--- src/rtl/inst_buffer_nw.sv ---
// inst_buffer_nw: multi-lane instruction FIFO between fetch and decode.
// Accepts up to IN_W fetched entries per cycle as an all-or-nothing group. Valid
// lanes are compacted in lane order. It presents the OUT_W oldest entries to decode,
// and decode pops a variable number of them each cycle.
// Ports:
//   clk, rst_n              clock (rising edge), async active-low reset
//   flush                   drop all contents; overrides same-cycle push/pop
//   pause                   freeze the pop side
//   push_valid/push_data    per-lane fetched entries, lane i at [i*DATA_W +: DATA_W]
//   push_ready              a full IN_W group fits this cycle
//   out_valid/out_data      oldest entries, lane 0 = oldest; invalid lanes read 0
//   pop_num                 entries consumed this cycle; clipped to occupancy
//   count                   current occupancy
// Optional feature macro INST_BUFFER_PERF_EN adds the saturating outputs
// perf_full_cyc and perf_empty_cyc.
module inst_buffer_nw #(
   parameter int unsigned IN_W   = 2,
   parameter int unsigned OUT_W  = 2,
   parameter int unsigned DEPTH  = 16,
   parameter int unsigned DATA_W = 146
) (
   input  logic                         clk,
   input  logic                         rst_n,
`ifdef INST_BUFFER_PERF_EN
   output logic [31:0]                  perf_full_cyc,
   output logic [31:0]                  perf_empty_cyc,
`endif
   input  logic                         flush,
   input  logic                         pause,
   input  logic [IN_W-1:0]              push_valid,
   input  logic [IN_W*DATA_W-1:0]       push_data,
   output logic                         push_ready,
   output logic [OUT_W-1:0]             out_valid,
   output logic [OUT_W*DATA_W-1:0]      out_data,
   input  logic [$clog2(OUT_W+1)-1:0]   pop_num,
   output logic [$clog2(DEPTH+1)-1:0]   count
);

   localparam int unsigned PTR_W = $clog2(DEPTH);
   localparam int unsigned CNT_W = $clog2(DEPTH+1);
   localparam int unsigned PN_W  = $clog2(IN_W+1);

   logic [DATA_W-1:0] mem [DEPTH];
   logic [PTR_W-1:0]  wr_ptr, rd_ptr;
   logic [CNT_W-1:0]  cnt;

   logic              push_fire;
   logic [PN_W-1:0]   push_n;
   logic [CNT_W-1:0]  push_add;
   logic [CNT_W-1:0]  pop_eff;
   logic [IN_W-1:0]   wr_en;
   logic [PTR_W-1:0]  wr_idx [IN_W];
   logic [PTR_W-1:0]  rd_idx [OUT_W];

   // Ready depends only on the registered occupancy; same-cycle pops earn no credit.
   assign push_ready = (cnt <= CNT_W'(DEPTH - IN_W));
   assign push_fire  = push_ready && !flush;
   assign count      = cnt;

   // Lane compaction: each valid lane is written after all earlier valid lanes.
   always_comb begin
      push_n = '0;
      wr_en  = '0;
      for (int i = 0; i < int'(IN_W); i++) begin
         wr_idx[i] = wr_ptr + PTR_W'(push_n);
         wr_en[i]  = push_fire && push_valid[i];
         if (push_valid[i]) push_n = push_n + PN_W'(1);
      end
   end

   assign push_add = push_fire ? CNT_W'(push_n) : '0;

   // Pop is clipped to the occupancy and frozen while paused.
   always_comb begin
      pop_eff = '0;
      if (!pause) begin
         if (CNT_W'(pop_num) > cnt) pop_eff = cnt;
         else                       pop_eff = CNT_W'(pop_num);
      end
   end

   // Storage array; contents are not reset.
   always_ff @(posedge clk) begin
      for (int i = 0; i < int'(IN_W); i++) begin
         if (wr_en[i]) mem[wr_idx[i]] <= push_data[i*DATA_W +: DATA_W];
      end
   end

   // Pointers and occupancy; flush wins over push and pop.
   always_ff @(posedge clk or negedge rst_n) begin
      if (!rst_n) begin
         wr_ptr <= '0;
         rd_ptr <= '0;
         cnt    <= '0;
      end else if (flush) begin
         wr_ptr <= '0;
         rd_ptr <= '0;
         cnt    <= '0;
      end else begin
         wr_ptr <= wr_ptr + PTR_W'(push_add);
         rd_ptr <= rd_ptr + PTR_W'(pop_eff);
         cnt    <= cnt + push_add - pop_eff;
      end
   end

   // Read lanes wrap modulo DEPTH through the pointer width.
   always_comb begin
      out_valid = '0;
      out_data  = '0;
      for (int i = 0; i < int'(OUT_W); i++) begin
         rd_idx[i]    = rd_ptr + PTR_W'(i);
         out_valid[i] = (cnt > CNT_W'(i));
         if (out_valid[i]) out_data[i*DATA_W +: DATA_W] = mem[rd_idx[i]];
      end
   end

`ifdef INST_BUFFER_PERF_EN
   // Saturating stall/starve counters; only reset clears them.
   always_ff @(posedge clk or negedge rst_n) begin
      if (!rst_n) begin
         perf_full_cyc  <= '0;
         perf_empty_cyc <= '0;
      end else begin
         if ((push_valid != '0) && !push_ready && (perf_full_cyc != '1))
            perf_full_cyc <= perf_full_cyc + 32'd1;
         if ((cnt == '0) && !pause && (perf_empty_cyc != '1))
            perf_empty_cyc <= perf_empty_cyc + 32'd1;
      end
   end
`endif

endmodule

--- config.mk ---
export PLATFORM = sky130hd
export DESIGN_NAME = inst_buffer_nw
export DESIGN_NICKNAME = d
export VERILOG_FILES = /design/src/rtl/inst_buffer_nw.sv
export SDC_FILE = /design/constraint.sdc
export NUM_CORES = 2
export LEC_CHECK = 0
export ABC_CLOCK_PERIOD_IN_PS = 14380
export CAP_MARGIN = 15
export CELL_PAD_IN_SITES_DETAIL_PLACEMENT = 0
export CELL_PAD_IN_SITES_GLOBAL_PLACEMENT = 2
export CORE_ASPECT_RATIO = 0.8
export CORE_MARGIN = 2
export CORE_UTILIZATION = 40
export DETAILED_ROUTE_END_ITERATION = 6
export DONT_BUFFER_PORTS = 1
export PLACE_DENSITY = 0.66
export SYNTH_ARGS = -nofsm -noshare
export SYNTH_HDL_FRONTEND = slang
export SYNTH_SLANG_ARGS = --single-unit
--- constraint.sdc ---
create_clock -name clk -period 14.38 [get_ports clk]
set_input_delay 1.438 -clock clk [delete_from_list [all_inputs] [get_ports clk]]
set_output_delay 1.438 -clock clk [all_outputs]
set_load 0.01 [all_outputs]
==> flow_metrics.py <==
metrics = {
    "outcome": {
        "status": "finished with violations",
        "violations": "DRC",
    },
    "logic_synthesis": {
        "synth.distinct_cells": 43,
        "synthAdderAreaFrac_pct": 0.225,
        "synth_area_um2": 136000,
        "ys_warn_count": 0,
        "ys_seq_area_share_pct": 51.8,
        "synth.avg_cell_area_um2": 17.7,
        "synthArstFlopShare_pct": 0.553,
        "synthSimpleGateAreaFrac_pct": 0.912,
        "synth_compound_area_share_pct": 2.33,
        "synth_edf_count": 2336,
        "synth_xor_xnor_area_share_pct": 0.0580,
        "muxShareOfSynthArea_pct": 41.1,
        "synth-main-ff-cell": "edfxtp_1",
        "ys_ff_latch": 2349,
        "synthCells": 7676,
        "synth_top_family_by_area": "multiplexers",
    },
    "timing": {
        "final_max_slew_viol_count": 0,
        "min_period_ps": 9000,
        "setup_ws_ps": 5380,
        "setup_tns_ps": 0,
        "hold_viol_final": 0,
        "rsz0062_at_grt": "false",
        "clock.fmax_mhz": 111,
        "maxSlewHeadroom_pct": 19.1,
        "setup_viol_count_final": 0,
        "worst_pin_slew_ps": 1210,
        "fin_crit_sh_pct": 62.6,
        "finClkSkew_ps": 22.8,
    },
    "place": {
        "port_buffers": 0,
        "dp_slack_ps": 6170,
        "placed_area_um2": 139000,
        "hpwlAfterDp_um": 261000,
        "gp_congestion": 0.761,
    },
    "global_route": {
        "grtUsageTotal_pct": 28.4,
        "grt_pass1_vias": 83000,
        "antenna_found_initial": 11,
        "grt_max_degree": 137,
        "grt_overflow_total": 0,
        "grt_first_pass_wirelength_um": 690000,
    },
    "critical_path": {
        "critPathCaptureType": "output pin",
        "cp-endpoint": "out_data[75]",
        "critical_path_class": "register to output pin",
        "slowest_stage": "dfrtp_4",
        "startpoint": "rd_ptr[0]",
        "rr_worst_depth": 8,
        "path_cells": "buf_4 -> buf_4 -> buf_4 -> buf_4 -> buf_4 -> mux4_2 -> mux4_2 -> and2_1",
        "slowest_delay_ps": 920,
        "required_ps": 12940,
        "rr_startpoint": "count[2]",
        "crit_arrival_ps": 7570,
        "crit_cells": 8,
        "crit_path_frequent_cell": "buf_4",
        "rr_endpoint": "mem[14][83]",
        "crit_fanout": 64,
        "path_buf_inv": 5,
        "startpoint_type": "register",
        "r2r_setup_slack_ps": 8550,
        "critical_path.top_delay_family": "buffers and inverters",
    },
    "pwr": {
        "p_leak_uw": 0.0449,
        "powerDensity_nw_per_um2": 154,
        "vdd_drop_max_uv": 181,
    },
    "route": {
        "antenna_left": 0,
        "drt_wl_total_um": 498000,
        "drtPass1Iterations": 7,
        "drcViolationCount": 52,
        "routed_via_density": 6.71,
        "wl_per_cell_um": 41.7,
        "vias": 80100,
        "drt-initial-drc-count": 8767,
    },
    "final_layout": {
        "area_growth_pct": 8.33,
        "final_util_pct": 43.5,
        "drive_above_1_share_pct": 57.1,
        "fin_area_um2": 147000,
        "nets": 7513,
        "fill_cells": 29500,
        "regArea_um2": 70500,
        "multiInputGateArea_um2": 61100,
    },
    "floorplanning": {
        "design.die.area_um2": 345000,
        "die_h_um": 526,
        "num_rows": 191,
        "die_w_um": 656,
        "start_util_pct": 40.2,
        "fp.coreArea_um2": 338000,
        "io_pins": 600,
    },
    "clock_tree": {
        "cts_tree": "done",
        "hold_buffers": 0,
        "cts_root_buf": "clkbuf_16",
        "post_cts_buffers": 0,
        "h-tree-depth": 5,
        "clock_path_buffers": 4,
        "clk_pin_slew_ps": 60,
        "ctsResizeCount": 0,
        "clk_latency_ps": 900,
        "clock-sinks": 2349,
        "cts_made_buffers": 274,
    },
    "flow_run": {
        "max_cap_violations": 0,
    },
    "min_path": {
        "hold_path_class": "input pin to asynchronous set/reset pin",
    },
}
[per-layer routing]
metal,global-route usage [%],vias up,share of wire (%)
met3,5.38,778,7.4
li1,-,31200,-
met1,37.1,44500,40
met4,9.27,2,3.6
met5,0,-,0.0026
met2,47.8,3685,49
[how the worst min path moves through the flow]
stage	start	end
after floorplan	rd_ptr[0]	rd_ptr[0]
after global placement	wr_ptr[0]	wr_ptr[0]
after detailed placement	wr_ptr[0]	wr_ptr[0]
after CTS	rst_n	rd_ptr[3]
after global routing	rst_n	rd_ptr[3]
final	rst_n	wr_ptr[1]
[cell type report]
cell class	count	share of cell area (%)
sequential	2349	47.8
multi-input combinational	4372	41.5
clock buffer	357	5.02
tap	4535	3.85
timing repair buffer	180	1.17
clock inverter	124	0.598
inverter	14	0.0357
antenna	5	0.00849
[through the flow]
step                std cells  hold slack, ps  power [uW]
finish                  11900             232       22700
detailed placement      11400             724       16100
global placement        11400             723       16100
floorplan                7677             634       13800
CTS                     11900             146       22900
global route            11900             184       23400
[cell usage after synthesis (2+ instances only)]
library cell	instances	share of area, %
mux2_2	2337	19
edfxtp_1	2336	52
mux4_2	1314	22
clkbuf_1	395	1.1
buf_2	379	1.4
a22oi_1	292	1.6
a21oi_1	152	0.56
and2_1	151	0.69
buf_6	67	0.55
buf_4	58	0.32
buf_1	43	0.12
nand2_1	20	0.055
ha_1	18	0.17
inv_1	14	0.039
nor2_1	14	0.039
o21ai_0	14	0.052
dfrtp_1	13	0.24
nor2b_1	8	0.037
xnor2_1	5	0.032
fa_1	4	0.059
o21bai_1	4	0.022
xor2_1	4	0.026
a21o_1	3	0.017
nand2b_1	3	0.014
a31o_2	2	0.013
and4b_1	2	0.015
conb_1	2	0.0055
mux2i_1	2	0.015
nand4_1	2	0.0092
nand4b_1	2	0.013
nor3_1	2	0.0074
o22ai_1	2	0.0092
o2bb2ai_1	2	0.013
[power by group]
group          switching [uW]  total, uW  leakage [uW]  internal [uW]
clock                    2960       6750       0.00403           3800
combinational            4590       8020        0.0196           3430
sequential                156       7920        0.0212           7760
[cells by family (layout without fill, tap and decap cells)]
group,Yosys count,after routing
other cells,2,8
compound gates,475,475
buf+inv,956,675
fa+ha+maj,22,22
flops,2349,2349
mux,3653,3653
simple gates,210,210
xor+xnor,9,9
[worst reg2reg max path, delay by kind of cell, from the launching register on]
kind	cells	cell delay (ps)
flip-flops	1	490
AO/OA/AOI/OAI	2	950
buffers and inverters	3	2160
AND/OR/NAND/NOR	3	1840
[state kept, by name, indices dropped and copies added (netlist names)]
| register | count |
|---|---|
| count | 5 |
| mem | 2336 |
| rd_ptr | 4 |
| wr_ptr | 4 |
[cell usage in the layout (no fill, tap or decap), types with 14 or more instances in the layout]
cell type | netlist | final
ha_1 | 18 | 17
buf_4 | 58 | 150
clkbuf_1 | 395 | 72
clkbuf_16 | 0 | 284
mux4_2 | 1314 | 1314
a21oi_1 | 152 | 152
edfxtp_1 | 2336 | 2336
clkinv_1 | 0 | 64
nor2_1 | 14 | 14
mux2_2 | 2337 | 2337
and2_1 | 151 | 147
inv_1 | 14 | 14
buf_12 | 0 | 28
clkinv_2 | 0 | 31
a22oi_1 | 292 | 292
(Power assumes the default switching activity.)
